--- src/rtl/spi_pkg.sv ---
// Shared types for the SPI master: FSM states, latched mode bits and the
// toggle-counter sizing.
package spi_pkg;

    typedef enum logic [2:0] {
        IDLE,
        LEAD,
        XFER,
        TRAIL,
        DONE
    } spi_state_t;

    typedef struct packed {
        logic cpol;
        logic cpha;
        logic lsb_first;
    } spi_mode_t;

    localparam int DEFAULT_DATA_WIDTH = 8;
    localparam int TOGGLE_CNT_WIDTH   = $clog2(2 * DEFAULT_DATA_WIDTH + 1);

    // Counter width able to hold 0..2*data_width SCLK toggles.
    function automatic int toggle_cnt_width(input int data_width);
        return $clog2(2 * data_width + 1);
    endfunction

endpackage

--- src/rtl/spi_clock_div.sv ---
// Half-period tick generator: latches the divider at load time and emits a
// one-cycle tick every divider+1 enabled clocks.
module spi_clock_div #(
    parameter int DIVIDER_WIDTH = 8
) (
    input  logic                     i_clock,
    input  logic                     i_reset_n,
    input  logic                     i_load,
    input  logic                     i_enable,
    input  logic [DIVIDER_WIDTH-1:0] i_divider,
    output logic                     o_tick
);

    logic [DIVIDER_WIDTH-1:0] divider_reg;
    logic [DIVIDER_WIDTH-1:0] count_reg;

    always_ff @(posedge i_clock or negedge i_reset_n) begin
        if (!i_reset_n) begin
            divider_reg <= '0;
            count_reg   <= '0;
        end else if (i_load) begin
            divider_reg <= i_divider;
            count_reg   <= '0;
        end else if (i_enable) begin
            if (count_reg == divider_reg) begin
                count_reg <= '0;
            end else begin
                count_reg <= count_reg + 1'b1;
            end
        end
    end

    assign o_tick = i_enable && (count_reg == divider_reg);

endmodule

--- src/rtl/spi_master_multi.sv ---
// Parametrised full-duplex SPI master with all CPOL/CPHA modes, selectable
// bit order and one-hot active-low chip selects.
module spi_master_multi
    import spi_pkg::*;
#(
    parameter int DATA_WIDTH    = 8,
    parameter int DIVIDER_WIDTH = 8,
    parameter int NUM_CS        = 4,
    parameter int CS_SEL_WIDTH  = (NUM_CS > 1) ? $clog2(NUM_CS) : 1
) (
    input  logic                     i_clock,
    input  logic                     i_reset_n,
    input  logic                     i_start,
    input  logic [CS_SEL_WIDTH-1:0]  i_cs_select,
    input  logic                     i_cpol,
    input  logic                     i_cpha,
    input  logic                     i_lsb_first,
    input  logic [DIVIDER_WIDTH-1:0] i_divider,
    input  logic [DATA_WIDTH-1:0]    i_data_in,
    output logic [DATA_WIDTH-1:0]    o_data_out,
    output logic                     o_busy,
    output logic                     o_done,
    output logic [NUM_CS-1:0]        o_spi_cs_n,
    output logic                     o_spi_clock,
    output logic                     o_spi_mosi,
    input  logic                     i_spi_miso
);

    localparam int TW = toggle_cnt_width(DATA_WIDTH);
    localparam logic [TW-1:0] LAST_TOGGLE = TW'(2 * DATA_WIDTH);
    localparam logic [TW-1:0] FIRST_TOGGLE = TW'(1);

    spi_state_t              state_reg;
    spi_mode_t               mode_reg;
    logic [DATA_WIDTH-1:0]   tx_reg;
    logic [DATA_WIDTH-1:0]   rx_reg;
    logic [DATA_WIDTH-1:0]   data_out_reg;
    logic [TW-1:0]           toggle_cnt_reg;
    logic                    sclk_reg;
    logic                    mosi_reg;
    logic                    busy_reg;
    logic                    done_reg;
    logic [NUM_CS-1:0]       cs_n_reg;

    logic                    tick;
    logic                    div_enable;
    logic                    start_accept;
    logic [NUM_CS-1:0]       cs_n_sel;
    logic [TW-1:0]           toggle_num;
    logic                    do_toggle;
    logic                    is_leading;
    logic                    do_sample;
    logic                    do_shift;
    logic [DATA_WIDTH-1:0]   tx_shifted;
    logic [DATA_WIDTH-1:0]   rx_shifted;

    assign start_accept = (state_reg == IDLE) && i_start;
    assign div_enable   = (state_reg == LEAD) || (state_reg == XFER) || (state_reg == TRAIL);

    spi_clock_div #(
        .DIVIDER_WIDTH(DIVIDER_WIDTH)
    ) u_clock_div (
        .i_clock   (i_clock),
        .i_reset_n (i_reset_n),
        .i_load    (start_accept),
        .i_enable  (div_enable),
        .i_divider (i_divider),
        .o_tick    (tick)
    );

    // An out-of-range select matches no line, so every CS stays high.
    for (genvar gi = 0; gi < NUM_CS; gi++) begin : g_cs
        assign cs_n_sel[gi] = (int'(i_cs_select) != gi);
    end

    // The tick that ends LEAD makes toggle 1; XFER's final tick makes none.
    always_comb begin
        toggle_num = toggle_cnt_reg + 1'b1;
        do_toggle  = tick && ((state_reg == LEAD) ||
                              ((state_reg == XFER) && (toggle_cnt_reg != LAST_TOGGLE)));
        is_leading = toggle_num[0];
        do_sample  = do_toggle && (is_leading ^ mode_reg.cpha);
        do_shift   = do_toggle && (mode_reg.cpha ? (is_leading && (toggle_num != FIRST_TOGGLE))
                                                 : (!is_leading && (toggle_num != LAST_TOGGLE)));
    end

    assign tx_shifted = mode_reg.lsb_first ? {1'b0, tx_reg[DATA_WIDTH-1:1]}
                                           : {tx_reg[DATA_WIDTH-2:0], 1'b0};
    assign rx_shifted = mode_reg.lsb_first ? {i_spi_miso, rx_reg[DATA_WIDTH-1:1]}
                                           : {rx_reg[DATA_WIDTH-2:0], i_spi_miso};

    always_ff @(posedge i_clock or negedge i_reset_n) begin
        if (!i_reset_n) begin
            state_reg      <= IDLE;
            mode_reg       <= '0;
            tx_reg         <= '0;
            rx_reg         <= '0;
            data_out_reg   <= '0;
            toggle_cnt_reg <= '0;
            sclk_reg       <= 1'b0;
            mosi_reg       <= 1'b0;
            busy_reg       <= 1'b0;
            done_reg       <= 1'b0;
            cs_n_reg       <= '1;
        end else begin
            done_reg <= 1'b0;
            case (state_reg)
                IDLE: begin
                    sclk_reg <= i_cpol;
                    if (i_start) begin
                        mode_reg.cpol      <= i_cpol;
                        mode_reg.cpha      <= i_cpha;
                        mode_reg.lsb_first <= i_lsb_first;
                        tx_reg             <= i_data_in;
                        rx_reg             <= '0;
                        mosi_reg           <= i_lsb_first ? i_data_in[0] : i_data_in[DATA_WIDTH-1];
                        toggle_cnt_reg     <= '0;
                        cs_n_reg           <= cs_n_sel;
                        busy_reg           <= 1'b1;
                        state_reg          <= LEAD;
                    end
                end
                LEAD, XFER: begin
                    if (do_toggle) begin
                        sclk_reg       <= ~sclk_reg;
                        toggle_cnt_reg <= toggle_num;
                    end
                    if (do_sample) begin
                        rx_reg <= rx_shifted;
                    end
                    if (do_shift) begin
                        tx_reg   <= tx_shifted;
                        mosi_reg <= mode_reg.lsb_first ? tx_shifted[0] : tx_shifted[DATA_WIDTH-1];
                    end
                    if (tick) begin
                        if ((state_reg == XFER) && (toggle_cnt_reg == LAST_TOGGLE)) begin
                            sclk_reg  <= mode_reg.cpol;
                            state_reg <= TRAIL;
                        end else begin
                            state_reg <= XFER;
                        end
                    end
                end
                TRAIL: begin
                    if (tick) begin
                        data_out_reg <= rx_reg;
                        cs_n_reg     <= '1;
                        busy_reg     <= 1'b0;
                        done_reg     <= 1'b1;
                        state_reg    <= DONE;
                    end
                end
                DONE: begin
                    state_reg <= IDLE;
                end
                default: begin
                    state_reg <= IDLE;
                end
            endcase
        end
    end

    assign o_data_out  = data_out_reg;
    assign o_busy      = busy_reg;
    assign o_done      = done_reg;
    assign o_spi_cs_n  = cs_n_reg;
    assign o_spi_clock = sclk_reg;
    assign o_spi_mosi  = mosi_reg;

endmodule

--- config.mk ---
export PLATFORM = sky130hd
export DESIGN_NAME = spi_master_multi
export DESIGN_NICKNAME = d
export VERILOG_FILES = /design/src/rtl/spi_pkg.sv /design/src/rtl/spi_clock_div.sv /design/src/rtl/spi_master_multi.sv
export SDC_FILE = /design/constraint.sdc
export NUM_CORES = 1
export LEC_CHECK = 0
export BUFFER_PORTS_ARGS = -buffer_cell sky130_fd_sc_hd__buf_2
export CORE_ASPECT_RATIO = 0.8
export CORE_UTILIZATION = 45
export CTS_CLUSTER_SIZE = 14
export DETAILED_ROUTE_END_ITERATION = 16
export PLACE_DENSITY_LB_ADDON = 0.08
export SLEW_MARGIN = 5
export SYNTH_ARGS = -nofsm -noshare
export SYNTH_HDL_FRONTEND = slang
export SYNTH_SLANG_ARGS = --single-unit
--- constraint.sdc ---
create_clock -name i_clock -period 4.7 [get_ports i_clock]
set_input_delay 0.94 -clock i_clock [delete_from_list [all_inputs] [get_ports i_clock]]
set_output_delay 0.94 -clock i_clock [all_outputs]
set_load 0.1 [all_outputs]
After elaboration in Yosys (flattened, before gate mapping):

Index checks and enable logic that the tools add are counted.

* bits in registers: 59
* output and inout port bits: 16

* add/subtract/negate cells: 2
* equality and inequality tests: 17
* multiplexer cells: 37
* bitwise gates (word level): 2
* reduce and logical (&&, ||, !) cells: 26

Operator list (number)
* $mux 8: 9
* $pmux 8 s2: 2
* $ne 2x2->1 const B: 8
* $reduce_and 3->1: 5
* $mux 1: 13
* $mux 5: 2
* $ne 5x5->1 const B: 2
* $pmux 5 s2: 1
* $logic_and 1x1->1: 9
* $mux 3: 3
* $pmux 3 s3: 1
* $add 8x1->8 const B: 1
* $eq 8x8->1: 1
* $mux 4: 2
* $pmux 4 s2: 1
* $reduce_bool 2->1: 4
* $eq 3x2->1 const B: 2
* $pmux 1 s2: 3
* $add 5x1->5 const B: 1
* $eq 5x5->1 const B: 1
* $ne 5x1->1 const B: 1
* $reduce_and 2->1: 2
* $eq 3x1->1 const B: 1
* $logic_not 3->1: 1
* other kinds (6): 8

Longest topological paths before layout:

* depth in word-level cells: 9
* depth in mapped cells: 8
* gate-level depth less buffers: 7

By module:

From an unflattened synthesis, not the netlist that was laid out.

* cells, all modules: 293
* area, all modules: 3071.7 um^2

Modules (own cells, without submodules)
* spi_master_multi: instances 1, cells an instance 220, area an instance 2247.2 um^2
* spi_clock_div: instances 1, cells an instance 73, area an instance 824.5 um^2

Worst setup path before layout:

No wires, ideal clock.

* path type: reg-to-reg
* start point: register toggle_cnt_reg[0]
* end point: register mosi_reg, in the netlist o_spi_mosi
* library setup time: 0.126 ns
* arrival: 2.050 ns
* required time: 4.574 ns
* path slack: 2.524 ns
* cell stages (with the launch flop): 8
* cells stage by stage: dfrtp_1 -> inv_1 -> ha_1 -> and4bb_2 -> o21ai_1 -> nand4_4 -> a22oi_4 -> mux2_4

* longest elaborated chain between the ends: 7

Ends and longest elaborated chain
* start, declared: line spi_master_multi.sv:38 `logic [TW-1:0] toggle_cnt_reg;`
* start signal, assigned: line spi_master_multi.sv:126 `toggle_cnt_reg <= toggle_num;`
* $add 5x1->5 / $ne 5x5->1 (equally long branches): line spi_master_multi.sv:78, spi_master_multi.sv:80
* $ne 5x5->1, or another cell as far along: line spi_master_multi.sv:84 `: (!is_leading && (toggle_num != LAST_TOGGLE)));`
* $logic_and 1x1->1, or another cell as far along: line spi_master_multi.sv:84
* $mux 1 / $logic_and 1x1->1 (equally long branches): line spi_master_multi.sv:83, spi_master_multi.sv:79
* $logic_and 1x1->1 *: line spi_master_multi.sv:83 `do_shift = do_toggle && (mode_reg.cpha ? (is_leading && (toggle_num != FIRST_TOGGLE))`
* $ne 2x2->1 (no source line) *
* $reduce_and 3->1 (no source line) *
* end signal, assigned: line spi_master_multi.sv:116 `mosi_reg <= i_lsb_first ? i_data_in[0] : i_data_in[DATA_WIDTH-1];`
* end signal, assigned: line spi_master_multi.sv:133 `mosi_reg <= mode_reg.lsb_first ? tx_shifted[0] : tx_shifted[DATA_WIDTH-1];`
* end, declared: line spi_master_multi.sv:40 `logic mosi_reg;`

Every way passes the cells marked *; elsewhere a longest branch is shown, timed or not.
A chain may end at the register's enable or synchronous reset.

Final worst setup path:

* start point: register u_clock_div.count_reg[2]
* end point: register data_out_reg[0], in the netlist o_data_out[0]

* longest elaborated chain between the ends: 3

Ends and longest elaborated chain
* start, declared: line spi_clock_div.sv:15 `logic [DIVIDER_WIDTH-1:0] count_reg;`
* start signal, assigned: line spi_clock_div.sv:28 `count_reg <= count_reg + 1'b1;`
* $eq 8x8->1: line spi_clock_div.sv:33 `assign o_tick = i_enable && (count_reg == divider_reg);`
* $logic_and 1x1->1: line spi_clock_div.sv:33
* $reduce_and 2->1 (no source line)
* end signal, assigned: line spi_master_multi.sv:146 `data_out_reg <= rx_reg;`
* end, declared: line spi_master_multi.sv:37 `logic [DATA_WIDTH-1:0] data_out_reg;`

Every way passes these cells.

==> reports/results.ini <==
[logic_synthesis]
synthArstFlopShare_pct = 100
synth_top_family_by_area = simple AND/OR/NAND/NOR gates
postSynthAreaPerCell_um2 = 10.3
synthXorXnorAreaFrac_pct = 3.33
ys.flop_type = dfrtp_1
synth_edf_count = 0
ys.warnings.count = 0
ys_top_cells_by_area = dfrtp_1 44%, mux2_4 7.6%, mux2i_1 6.0%
seq_area_frac_synth_pct = 46.9
synth_mux_area_share_pct = 16.5
yosys.area_share.adder_pct = 1.19
yosysTopAreaCell = dfrtp_1
synth-compound-area-share_pct = 11.6
syn-num-nets = 333
synth-seq-cells = 59
synth-simple-area-share_pct = 16.9
syn_area_um2 = 3160
ys_types = 48
synth_cells = 305
yosys.area.top_type_share_pct = 43.6

[timing]
fmax_mhz = 391
period_share_pct = 54.5
rsz0062_at_grt = no
finalCriticalPeriod_ns = 2.56
hold_ws_ns = 0.480
skew_ns = 0.0110
tightestPinTransition_ns = 1.04
max-slew-margin-rel_pct = 30.4
setup-tns-final_ns = 0
finalSetupViolCount = 0
drv_slew = 0
hold_viol_final = 0

[outcome]
status = finished clean

[pwr]
p_total_mw = 2.55
p_switching_mw = 1.17
ir_worst_vdd_mv = 0.443
clkPwrFrac_pct = 18.3
netSwitchingFraction_pct = 45.8
powerDensity_nw_per_um2 = 705
combPwrFrac_pct = 45.5
p_leak_nw = 1.73
seqPwrFrac_pct = 36.2
p_int_mw = 1.38

[placement]
io_buffers = 40
hpwlAfterDp_um = 4290
gp_congestion = 0.774

[global_route]
antenna_found_initial = 0
grt-ovfl-total = 0
grt_pass1_vias = 2307
grtUsageTotal_pct = 20.1
grt_start_max_net_pins = 60
grt_pass1_wl_um = 11200

[setup_path]
critPathLaunchType = flop
r2r_cells = 6
regToRegStartpoint = u_clock_div.count_reg[2]
r2r_setup_slack_ns = 2.14
crit_fanout = 14
crit_path_end = o_data_out[0]
critPathCaptureType = flop
critPathArrivalTime_ns = 2.78
required_ns = 4.92
crit_type = flop to flop
r2r-end = o_data_out[0]
startpoint = u_clock_div.count_reg[2]

[route]
dr.pass1.iters = 4
wl_met2_um = 2790
wl_met1_um = 3280
viasPerCell = 5.43
wire_per_inst_um = 15.1
drt_iter0_drc = 146
maxUsedRoutingLayer = met4
via_count = 2342
drc_errors = 0
wirelength_um = 6490
drtAntennaViolNets = 0
dr_wl_met3_um = 378

[floorplanning]
die_w_um = 95.6
floorplan.die_area_um2 = 7350
die_y_um = 76.9
rows = 26
core_um2 = 6570
start_util_pct = 48.0
io_pins = 41

[finish]
final_cell_mix = 55 x dfrtp_1, 49 x nand2_1, 40 x buf_2
area_growth_pct = 14.4
mostFrequentLayoutCell = dfrtp_1
final_nets = 370
drive_above_1_share_pct = 27.4
n_antenna_cell = 0

[clock_tree]
cts_made_buffers = 9
clock_latency_ns = 0.34
cts.path.max_buffers = 2
cts_sinks = 59
clk_pin_slew_ns = 0.07
cts_resized = 0
cts_tree = done
postCtsHoldBufs = 0
htreeDepth = 3
postCtsSetupRepairBufs = 0
cts_root_buffer = clkbuf_8

[worst_hold_path]
hold_class = flop to flop
min_path_cells = 2

[job]
drv_cap = 0

-- worst min path at each step --
stage / startpoint / to / slack (ns)
floorplan: mode_reg[2] / mode_reg[2] / 0.45
global placement: u_clock_div.divider_reg[4] / u_clock_div.divider_reg[4] / 0.48
detailed placement: mode_reg[2] / mode_reg[2] / 0.48
CTS: mode_reg[2] / mode_reg[2] / 0.49
global route: mode_reg[2] / mode_reg[2] / 0.50
finish: mode_reg[2] / mode_reg[2] / 0.48
-- through the flow --
stage	instances	utilization (%)	setup slack (ns)	area, um^2
2_1_floorplan	305	-	2.52	3160
3_3_place_gp	415	51.9	2.18	3410
3_5_place_dp	415	51.9	2.11	3410
4_1_cts	431	55.0	2.14	3610
5_1_grt	431	55.0	1.98	3610
6_report	431	55.0	2.14	3610
-- synth_stat cells (4+ instances only) --
cell,instances
o31a_1,5
mux2_4,16
nand3b_1,4
mux2_2,8
inv_1,8
buf_2,4
dfrtp_1,55
mux2i_1,19
nor2_1,17
xor2_1,11
nand3_1,13
a21oi_1,11
dfstp_2,4
o21ai_0,18
clkbuf_1,12
nand2_1,49
-- area by class of cell --
| class | count | area [um^2] |
|---|---|---|
| well taps | 84 | 105 |
| fillers | 607 | 2960 |
| flip-flops and latches | 59 | 1480 |
| clock buffers | 9 | 124 |
| clock inverters | 7 | 76.3 |
| inverters | 8 | 30.0 |
| multi-input cells | 220 | 1560 |
| repair buffers | 44 | 230 |
-- power by group through the flow --
| stage | clock network (mW) | registers, mW | logic, mW |
|---|---|---|---|
| 2_1_floorplan | 0 | 1.07 | 0.781 |
| 3_3_place_gp | 0 | 0.922 | 1.16 |
| 3_5_place_dp | 0 | 0.926 | 1.16 |
| 4_1_cts | 0.480 | 0.921 | 1.17 |
| 5_1_grt | 0.508 | 0.958 | 1.28 |
| 6_report | 0.465 | 0.922 | 1.16 |
-- kinds of logic (layout without fill, tap and decap cells) --
group	after synthesis	count (layout)
and+or+nand+nor	107	107
DFF	59	59
xor gates and xnor gates	12	12
muxes	43	43
AOI/OAI and AO/OA	55	55
adders and majority gates	3	3
buffers and inverters	26	68
-- critical path, cell delays in order (launching register included) --
cell     delay (ns)
dfrtp_1        0.45
xor2_1         0.20
nor4_2         0.25
buf_4          0.22
nand2_1        0.11
nor3_2         0.79
mux2_2         0.42
-- layer usage --
metal	track usage [%]	vias up
met5	0	-
met4	5.82	0
met3	6.75	4
met2	27.7	63
met1	29.7	1130
li1	-	1145
Power figures use the tool's default switching activity.
